**src/rtl/hc595_rx_pkg.sv**
```systemverilog
// Shared types and constants for the HC595-style serial receiver.
// The frame state tracks how many shifts have landed since the last latch.
package hc595_rx_pkg;

   localparam int HC595_DEFAULT_WIDTH = 8;

   typedef enum logic [1:0] {
      ST_IDLE     = 2'd0,
      ST_SHIFTING = 2'd1,
      ST_FULL     = 2'd2,
      ST_OVER     = 2'd3
   } rx_state_e;

   function automatic rx_state_e state_for_count(input int unsigned count,
                                                 input int unsigned width);
      if (count == 0)          return ST_IDLE;
      else if (count < width)  return ST_SHIFTING;
      else if (count == width) return ST_FULL;
      else                     return ST_OVER;
   endfunction

endpackage

```
**src/rtl/sync_edge_detect.sv**
```systemverilog
// Synchronizer for one asynchronous pin plus rising-edge detect; level and rise lag the pin by STAGES clocks.
// Rise stays suppressed after reset until the synchronized pin has been seen low, so a held-high pin never fakes an edge.
module sync_edge_detect #(
   parameter int   STAGES    = 2,
   parameter logic RESET_VAL = 1'b0
) (
   input  logic clock,
   input  logic reset,
   input  logic pin_i,
   output logic level_o,
   output logic rise_o
);

   localparam int             FW        = $clog2(STAGES + 1);
   localparam logic [FW-1:0]  FILL_DONE = FW'(STAGES);

   logic [STAGES-1:0] sync_q;
   logic              prev_q;
   logic              armed_q;
   logic [FW-1:0]     fill_q;

   always_ff @(posedge clock) begin
      if (reset) begin
         sync_q  <= {STAGES{RESET_VAL}};
         prev_q  <= RESET_VAL;
         armed_q <= 1'b0;
         fill_q  <= '0;
      end else begin
         sync_q <= {sync_q[STAGES-2:0], pin_i};
         prev_q <= sync_q[STAGES-1];
         // Reset-loaded chain contents are not real pin samples; wait for a full flush.
         if (fill_q != FILL_DONE) begin
            fill_q <= fill_q + FW'(1);
         end else if (!sync_q[STAGES-1]) begin
            armed_q <= 1'b1;
         end
      end
   end

   assign level_o = sync_q[STAGES-1];
   assign rise_o  = armed_q & sync_q[STAGES-1] & ~prev_q;

endmodule

```
**src/rtl/hc595_receiver.sv**
```systemverilog
// 74HC595-style receiver oversampling ser/srclk/rclk/oe; shift and latch land two clocks after an edge is sampled.
// parallel_out follows storage one clock later, gated by oe; the pins cannot be backpressured.
module hc595_receiver
   import hc595_rx_pkg::*;
#(
   parameter int WIDTH       = HC595_DEFAULT_WIDTH,
   parameter int SYNC_STAGES = 2
) (
   input  logic                           clock,
   input  logic                           reset,
   input  logic                           ser,
   input  logic                           srclk,
   input  logic                           rclk,
   input  logic                           oe,
   output logic [WIDTH-1:0]               parallel_out,
   output logic                           cascade_out,
   output logic                           latch_valid,
   output logic                           frame_error,
   output logic [$clog2(2*WIDTH+1)-1:0]   bit_count
);

   localparam int            CW      = $clog2(2*WIDTH+1);
   localparam logic [CW-1:0] CNT_MAX = CW'(2*WIDTH);

   logic ser_lvl, srclk_lvl, rclk_lvl, oe_lvl;
   logic srclk_rise, rclk_rise;
   logic ser_rise_unused, oe_rise_unused;
   logic srclk_lvl_unused, rclk_lvl_unused;

   sync_edge_detect #(.STAGES(SYNC_STAGES), .RESET_VAL(1'b0)) u_sync_ser (
      .clock   (clock),
      .reset   (reset),
      .pin_i   (ser),
      .level_o (ser_lvl),
      .rise_o  (ser_rise_unused)
   );

   sync_edge_detect #(.STAGES(SYNC_STAGES), .RESET_VAL(1'b0)) u_sync_srclk (
      .clock   (clock),
      .reset   (reset),
      .pin_i   (srclk),
      .level_o (srclk_lvl),
      .rise_o  (srclk_rise)
   );

   sync_edge_detect #(.STAGES(SYNC_STAGES), .RESET_VAL(1'b0)) u_sync_rclk (
      .clock   (clock),
      .reset   (reset),
      .pin_i   (rclk),
      .level_o (rclk_lvl),
      .rise_o  (rclk_rise)
   );

   sync_edge_detect #(.STAGES(SYNC_STAGES), .RESET_VAL(1'b1)) u_sync_oe (
      .clock   (clock),
      .reset   (reset),
      .pin_i   (oe),
      .level_o (oe_lvl),
      .rise_o  (oe_rise_unused)
   );

   assign srclk_lvl_unused = srclk_lvl;
   assign rclk_lvl_unused  = rclk_lvl;

   logic [WIDTH-1:0] shift_q, shift_d;
   logic [WIDTH-1:0] storage_q;
   logic [WIDTH-1:0] pout_q;
   logic [CW-1:0]    count_q, count_d;
   logic             latch_valid_q;
   logic             frame_error_q;
   rx_state_e        state_q;

   always_comb begin
      shift_d = shift_q;
      if (srclk_rise) begin
         shift_d = {shift_q[WIDTH-2:0], ser_lvl};
      end
   end

   // A latch restarts the frame; a coinciding shift becomes its first bit.
   always_comb begin
      count_d = count_q;
      if (rclk_rise) begin
         count_d = srclk_rise ? CW'(1) : '0;
      end else if (srclk_rise && (count_q != CNT_MAX)) begin
         count_d = count_q + CW'(1);
      end
   end

   always_ff @(posedge clock) begin
      if (reset) begin
         state_q       <= ST_IDLE;
         shift_q       <= '0;
         storage_q     <= '0;
         pout_q        <= '0;
         count_q       <= '0;
         latch_valid_q <= 1'b0;
         frame_error_q <= 1'b0;
      end else begin
         shift_q       <= shift_d;
         count_q       <= count_d;
         state_q       <= state_for_count(32'(count_d), WIDTH);
         latch_valid_q <= rclk_rise;
         if (rclk_rise) begin
            storage_q     <= shift_q;
            frame_error_q <= (state_q != ST_FULL);
         end
         pout_q <= oe_lvl ? '0 : storage_q;
      end
   end

   assign parallel_out = pout_q;
   assign cascade_out  = shift_q[WIDTH-1];
   assign latch_valid  = latch_valid_q;
   assign frame_error  = frame_error_q;
   assign bit_count    = count_q;

endmodule

```
**config.mk**
```make
export PLATFORM = sky130hd
export DESIGN_NAME = hc595_receiver
export DESIGN_NICKNAME = d
export VERILOG_FILES = /design/src/rtl/hc595_rx_pkg.sv /design/src/rtl/sync_edge_detect.sv /design/src/rtl/hc595_receiver.sv
export SDC_FILE = /design/constraint.sdc
export NUM_CORES = 1
export LEC_CHECK = 0
export ABC_AREA = 1
export BUFFER_PORTS_ARGS = -buffer_cell sky130_fd_sc_hd__buf_2
export CELL_PAD_IN_SITES_DETAIL_PLACEMENT = 0
export CELL_PAD_IN_SITES_GLOBAL_PLACEMENT = 1
export CORE_UTILIZATION = 42
export CTS_CLUSTER_DIAMETER = 200
export DETAILED_ROUTE_END_ITERATION = 10
export GPL_TIMING_DRIVEN = 0
export HOLD_SLACK_MARGIN = 0.05
export PLACE_DENSITY = 0.84
export SYNTH_ARGS = -nofsm -noshare
export SYNTH_HDL_FRONTEND = slang
export SYNTH_SLANG_ARGS = --single-unit
```
**constraint.sdc**
```tcl
create_clock -name clock -period 3.75 [get_ports clock]
set_input_delay 0.5625 -clock clock [delete_from_list [all_inputs] [get_ports clock]]
set_output_delay 0.5625 -clock clock [all_outputs]
set_load 0.01 [all_outputs]
```
* Yosys cells after proc, flatten, opt, wreduce, memory -nomap -nowiden *
Cells that the tools add are included.

operators by class
  $add $sub $neg = 3
  $lt $le $gt $ge = 1
  equal/unequal tests = 5
  multiplexer cells = 5
  bitwise logic cells = 10
  reduce and logical (&&, ||, !) cells = 7

operators by type and width
  cell                                                                          number
  5-bit 2-to-1 mux                                                              2
  2-bit inequality test, second input constant                                  3
  1-bit inverter                                                                6
  5-bit by 1-bit adder with 5-bit output, second input constant                 1
  5-bit by 4-bit equality test with 1-bit output, second input constant         1
  5-bit logical NOT                                                             1
  5-bit by 4-bit less-than comparator with 1-bit output, second input constant  1
  5-bit inequality test, second input constant                                  1
  2-bit by 1-bit adder with 2-bit output, second input constant                 2
  1-bit AND                                                                     4
  2-bit AND reduction                                                           2
  2-bit OR reduction                                                            2
  1-bit 2-to-1 mux                                                              3
  3-bit OR reduction                                                            1
  1-bit logical AND                                                             1

storage, ports and cells
  flip-flop bits (word level) = 49
  input bits = 6

* Longest topological paths before layout *
Gate-level depths: netlist of run 1.

  depth in word-level cells = 8
  mapped depth = 13
  depth with buffers taken out = 13

* Cells and area by module *
From an unflattened synthesis of run 1, not the netlist that was laid out.

unflattened totals
  cells, all modules = 260
  area total of the unflattened synthesis = 2,077.0 um2

modules (own cells, without submodules)
  module                              instances  cells each  area each (um2)
  hc595_receiver                      1          149         1,198.6
  sync_edge_detect (u_sync_rclk ...)  3          28          221.5
  sync_edge_detect (u_sync_oe)        1          27          214.0

* Worst setup path after synthesis of run 1 *
OpenSTA, ideal clock, no wires.

  path kind = register to register
  start = register count_q[0], in the netlist bit_count[0]
  end = register state_q[0]
  setup time = 0.112 ns
  data arrival time = 1.202 ns
  path slack = 2.436 ns
  stages on the path, launching flop included = 13
  path buffers = 0
  clock period less this slack = 1.314 ns
  cell sequence = dfxtp_1 > inv_1 > ha_1 > nand2_1 > inv_1 > nand2_2 > nand3_1 > nand2_1 > nor2_1 > nor2_1 > nand2_1 > nand2_1 > nand2_1

on the way
  word-level cells in the longest chain between the ends = 7
  elaborated cells on any way between the ends = 11
  classes of those cells = add/sub (1); order compare (1); eq/ne (2); mux (4); reduce/logical (3)

RTL lines
  what                                                                                                           RTL line               text
  from (decl)                                                                                                    hc595_receiver.sv:68   logic [CW-1:0] count_q, count_d;
  from (signal assigned)                                                                                         hc595_receiver.sv:101  count_q <= count_d;
  parallel branches: the longest is 2 deep, another holds 5-bit by 1-bit adder with 5-bit output                 --
  5-bit 2-to-1 mux (*)                                                                                           hc595_receiver.sv:85   end else if (srclk_rise && (count_q != CNT_MAX)) begin
  5-bit 2-to-1 mux (*)                                                                                           hc595_receiver.sv:83   if (rclk_rise) begin
  parallel branches: the longest is 3 deep, another holds 5-bit by 4-bit less-than comparator with 1-bit output  --
  to (signal assigned)                                                                                           hc595_receiver.sv:102  state_q <= state_for_count(32'(count_d), WIDTH);
  to (decl)                                                                                                      hc595_receiver.sv:71   rx_state_e state_q;

Mark *: on every way between the ends.
A chain may end at the register's enable or synchronous reset.

* Worst setup path after layout of run 1 *
  start = register count_q[2], in the netlist bit_count[2]
  end = output port bit_count[2]

RTL lines
  what       RTL line              text
  to (decl)  hc595_receiver.sv:19  output logic [$clog2(2*WIDTH+1)-1:0] bit_count

No word-level cell between the ends.

==> impl_metrics.toml, run 1 <==
[global_route]
antenna_found_initial = 0
grt_pass1_wl_um = 4526
grt_pass1_vias = 1074
track_usage_pct = 14.40
grt_max_degree = 16
gr-usage-met1_pct = 17.55
top_usage_layer = "met2"
grt_util_met2_pct = 21.68
grt_overflow = 0
use_met3_pct = 4.138

[sta]
drv_slew = 0
max_slew_margin_pct = 71.87
fin_crit_ns = 1.464
setup_tns_ns = 0
period_share_pct = 39.04
skew_ns = 0.008472
final_hold_viol_count = 0
finalSetupViolCount = 0
rsz0062_at_grt = "no"
fmax_mhz = 683.1
fin_ws_ns = 2.286
tightest_slew_ns = 0.4219

[floorplan]
fp.dieH_um = 65.91
fp.dieArea_sq_um = 4344
fp.dieW_um = 65.91
io_pins = 22
coreArea_sq_um = 3799
start_util_pct = 45.16
rows = 22

[pwr]
p_comb_share_pct = 8.9
switchingPower_mw = 0.2365
ir_drop_mv = 0.3271
swShare_pct = 24.84
p_int_mw = 0.7158
fin_total_pwr_mw = 0.9523
powerDensity_nw_per_um2 = 485.4
clkPwrFrac_pct = 31.2
p_seq_share_pct = 59.9
static-leakage-power_nw = 0.8752

[synth]
synth_top_cell_by_area = "dfxtp_1"
synth.area.top_cells = "dfxtp_1 57%, inv_1 8.8%, nor2_1 5.7%"
netlist_area_sq_um = 1715
synth_top_area_share_pct = 57.18
synthCells = 202
yosys_warnings = 0
ys_ff_latch = 49
synth_cell_types = 24
avgSynthCellArea_sq_um = 8.492
ys_seq_area_share_pct = 57.18
syn_nets = 212

[cts]
post-cts-setup-buffers = 0
ctsHoldBuffers = 0
cts_tree = "yes"
cts_resized = 0
insertion_delay_ns = 0.30
clock-sinks = 49
cts_max_level = 2
cts_root_buffer = "clkbuf_8"
cts_buffer_depth = 2
path_clk_slew_ns = 0.08
cts_buffers = 5

[detailed_routing]
drc = 0
drt_first_pass_iters = 4
avgRoutedWirePerCell_um = 9.734
vias = 1242
wl_um = 2706
vias_per_cell = 4.468
drtIter0Drc = 44
postRouteAntennaNets = 0

[cells_and_area]
nets = 239
final_core_utilization_pct = 51.65
multi_input_area_sq_um = 546.8
antenna_cells = 0
drive_above_1_share_pct = 20.00
fill_cells = 373
area_delta_synth_final_pct = 14.37
regArea_sq_um = 980.9

[placement]
globalplace.congestion = 0.7805
dp_hpwl_um = 1952
post-place-ws_ns = 2.314
portBuffers = 20

[worst_setup_path]
critical_path_buf_inv_count = 1
cp_data_arrival_time_ns = 0.90
r2r-start = "bit_count[0]"
end_kind = "output port"
cp.required_ns = 3.19
worstPathCellList = "buf_2"
critPathMaxFanout = 6
slowest_stage = "dfxtp_1"
critPathTopFamily = "flip-flops"
crit_path_start = "bit_count[2]"
cpPeakStageDelay_ns = 0.43
path_class = "register to output port"
worstSetupStartpointType = "register"

[status]
run_status = "completed"

[worst_hold_path]
hp-start = "u_sync_rclk.sync_q[0]"
worstHoldPathType = "register to register"

[job]
cap_violations = 0
[cells in the final DEF (no fill, tap or decap), drive strengths merged, types with 2 or more instances in the layout]
cell,synthesis,routed
dfxtp,49,49
inv,44,44
nor2,30,30
buf,4,24
nand2,19,19
o21ai,17,17
a21oi,15,15
o22ai,6,6
nand3,6,6
clkbuf,1,6
ha,4,4
or2,3,3
clkinv,0,2
nand4,2,2
[state kept, by name, indices dropped and copies added (netlist names)]
| name | count |
|---|---|
| u_sync_srclk.fill_q | 2 |
| u_sync_rclk.prev_q | 1 |
| frame_error | 1 |
| latch_valid | 1 |
| state_q | 2 |
| u_sync_rclk.sync_q | 2 |
| storage_q | 8 |
| u_sync_srclk.armed_q | 1 |
| u_sync_rclk.fill_q | 2 |
| u_sync_srclk.sync_q | 2 |
| u_sync_srclk.prev_q | 1 |
| u_sync_oe.sync_q | 2 |
| shift_q | 8 |
| parallel_out | 8 |
| u_sync_rclk.armed_q | 1 |
| u_sync_ser.sync_q | 2 |
| bit_count | 5 |
[worst paths after layout]
check        cells past startpoint               endpoint  slack [ns]
max                              1           bit_count[2]        2.29
min                              2  u_sync_rclk.sync_q[1]        0.40
max reg2reg                     12             state_q[0]        2.33
min reg2reg                      2  u_sync_rclk.sync_q[1]        0.40
[power by group through the flow]
| stage | clock network [mW] | registers [mW] | logic (mW) |
|---|---|---|---|
| floorplan | 0 | 0.580 | 0.0650 |
| global placement | 0 | 0.582 | 0.0809 |
| detailed placement | 0 | 0.583 | 0.0861 |
| CTS | 0.312 | 0.571 | 0.0864 |
| global route | 0.334 | 0.574 | 0.0970 |
| finish | 0.297 | 0.570 | 0.0844 |
[cell usage after synthesis (all sizes together)]
library cell / number
clkbuf: 1
o21ai: 17
inv: 44
nand2: 19
nor2: 30
dfxtp: 49
or2: 3
a31oi: 1
buf: 4
ha: 4
o22ai: 6
nor3: 1
a21oi: 15
nand4: 2
nand3: 6
[routing by layer]
metal,vias up,part of all wire [%]
li1,679,-
met1,536,51
met2,22,43
met3,5,3.6
met4,0,2.1
met5,-,0
[cells by family (layout without fill, tap and decap cells)]
family / after synthesis / in the layout / synth area share, %
flops: 49 / 49 / 57.18
fa+ha+maj: 4 / 4 / 2.918
simple gates: 61 / 61 / 17.07
buf+inv: 49 / 77 / 10.94
compound gates: 39 / 39 / 11.89
[cell type report]
type | count | area share (%)
tap | 48 | 3.061
inverter | 44 | 8.418
clock inverter | 3 | 0.8929
sequential | 49 | 50.00
timing repair buffer | 20 | 5.102
buffer | 5 | 1.148
clock buffer | 5 | 3.508
multi-input combinational | 104 | 27.87
[stage by stage]
step                hold slack (ns)  std cells  cell area, sq um
CTS                          0.4052        278              1962
floorplan                    0.3883        202              1715
detailed placement           0.3932        270              1876
global route                 0.4148        278              1962
finish                       0.4036        278              1962
global placement             0.3919        270              1876
Note: power is estimated with default switching activity, not from simulation.
==> run 2: changes to the inputs <==
- CORE_UTILIZATION: 42 -> 37
- PLACE_DENSITY: 0.84 -> 0.79
- clock period: 3.75 -> 1.3 ns (I/O delays scaled with it)
==> run 2 against run 1 <==
- the flow now finishes with violations (setup timing)
- total power rose to 2.9 times the previous value
- count of clock-buffer cells in the layout unchanged
- first-iteration DRC count down 11%
- routed wire length up 4.0%
- non-clock buffer count up 5
- core utilization down 5.0 points
- die area up 13%
- critical path depth up 10
- global-route usage down 1.6 points
- clock skew down 0.0028 ns
- highest routed layer unchanged
==> impl_metrics.toml, run 2 (same netlist as run 1, synthesis figures left out) <==
[cts]
cts_buffers = 5
clock-sinks = 49
path_clk_slew_ns = 0.08
insertion_delay_ns = 0.30
ctsHoldBuffers = 0
cts_buffer_depth = 2
cts_tree = "yes"
cts_root_buffer = "clkbuf_8"
cts_max_level = 2

[pwr]
ir_drop_mv = 0.6548
static-leakage-power_nw = 0.9119
powerDensity_nw_per_um2 = 1357

[sta]
fmax_mhz = 756.9
max_slew_margin_pct = 73.67
fin_ws_ns = -0.02119
final_hold_viol_count = 0
skew_ns = 0.005695
setup_tns_ns = -0.02119
drv_slew = 0
rsz0062_at_grt = "yes"
finalSetupViolCount = 1
fin_crit_ns = 1.321
tightest_slew_ns = 0.3949
period_share_pct = 101.6

[worst_setup_path]
r2r_end = "state_q[0]"
critPathMostFrequentCell = "nand2_1"
reg2reg_slack_ns = -0.02
cpPeakStageDelay_ns = 0.35
critical_path_buf_inv_count = 2
cp.depth = 11
crit_path_start = "bit_count[1]"
critPathMaxFanout = 3
path_class = "register to register"
timing.reg2reg.worst_path_depth = 11
slowest_stage = "dfxtp_4"
worstSetupStartpointType = "register"
r2r-start = "bit_count[1]"
end_kind = "register"
worstPathCellList = "inv_2, ha_4, nand2_2, inv_2, nand2_4, a21oi_4, nor2_1, nor2_1, nand2_1, nand2_1, nand2_1"
cp_data_arrival_time_ns = 1.52
endpoint = "state_q[0]"
cp.required_ns = 1.50
critPathTopFamily = "simple AND/OR/NAND/NOR gates"

[status]
run_status = "finished with violations"
violations = "setup timing"

[floorplan]
io_pins = 22
start_util_pct = 38.86
coreArea_sq_um = 4414
fp.dieH_um = 70.09
rows = 24
fp.dieArea_sq_um = 4913
fp.dieW_um = 70.09

[placement]
portBuffers = 20
globalplace.congestion = 0.6987
dp_cells = 274
dp_hpwl_um = 1918

[detailed_routing]
drt_first_pass_iters = 4
wl_um = 2813
vias_per_cell = 4.380
drtIter0Drc = 39
postRouteAntennaNets = 0
avgRoutedWirePerCell_um = 9.801
vias = 1257
drc = 0

[cells_and_area]
final_cell_mix = "47 x dfxtp_1, 37 x inv_1, 26 x nor2_1"
final_common_cell = "dfxtp_1"
fill_cells = 463
layout.cells.non_filler = 287
nets = 244
area_delta_synth_final_pct = 20.13
final_core_utilization_pct = 46.68
antenna_cells = 0
drive_above_1_share_pct = 26.38

[job]
cap_violations = 0

[global_route]
grt_overflow = 0
grt_max_degree = 17
antenna_found_initial = 0
grt_pass1_vias = 1158
track_usage_pct = 12.78
grt_pass1_wl_um = 4850

[worst_hold_path]
worstHoldPathType = "input port to register"
run 2: power breakdown:
| group | switching (mW) | internal (mW) | total [mW] |
|---|---|---|---|
| Clock | 0.506 | 0.382 | 0.888 |
| Sequential | 0.0496 | 1.59 | 1.64 |
| Combinational | 0.157 | 0.111 | 0.268 |
| Total | 0.713 | 2.08 | 2.80 |
run 2: repair_timing:
| item | CTS | global route |
|---|---|---|
| setup buffers | 4 | 1 |
| pin swaps | 5 | 6 |
| setup endpoints to repair | 3 | 4 |
| gates resized for setup | 9 | 6 |
| endpoints found under the hold margin | 0 | 0 |
run 2: area by class of cell:
type / instances / area, sq um / area share [%]
plain buffers: 5 / 22.52 / 1.093
clock buffers: 5 / 68.82 / 3.339
clock inverters: 3 / 22.52 / 1.093
inverters: 44 / 165.2 / 8.015
multi-input cells: 104 / 590.6 / 28.66
flip-flops and latches: 49 / 988.4 / 47.97
well taps: 52 / 65.06 / 3.157
repair buffers: 25 / 137.6 / 6.679
run 2: worst register-to-register path: cells and delay by family, from the launching register on:
| family | cells | cell delay (ns) |
|---|---|---|
| AOI/OAI and AO/OA | 1 | 0.16 |
| adders and majority gates | 1 | 0.12 |
| buffers and inverters | 2 | 0.14 |
| DFF | 1 | 0.35 |
| and+or+nand+nor | 7 | 0.44 |
run 2: worst min path at each step:
stage | startpoint | endpoint | cells past startpoint
3_3_place_gp | oe | u_sync_oe.sync_q[0] | 2
3_5_place_dp | oe | u_sync_oe.sync_q[0] | 2
2_1_floorplan | oe | u_sync_oe.sync_q[0] | 1
4_1_cts | srclk | u_sync_srclk.sync_q[0] | 3
5_1_grt | srclk | u_sync_srclk.sync_q[0] | 3
6_report | oe | u_sync_oe.sync_q[0] | 2
run 2: per-stage QoR:
stage          hold WS [ns]  power, mW  cell area (sq um)  setup WS [ns]
2_1_floorplan        0.2988      1.860               1717       0.004281
3_3_place_gp         0.3777      1.913               1882       -0.08716
3_5_place_dp         0.3907      1.927               1882       -0.07452
4_1_cts             0.07308      2.822               2021       -0.02132
5_1_grt             0.07205      2.953               2061        -0.1136
6_report            0.08315      2.797               2061       -0.02119
run 2: routing by layer:
metal,track usage (%),vias to the layer above,part of all wire (%)
met5,0,-,0
met4,6.667,0,2.5
met3,4.762,6,3.5
met2,20.62,20,44
met1,14.70,547,50
li1,-,684,-
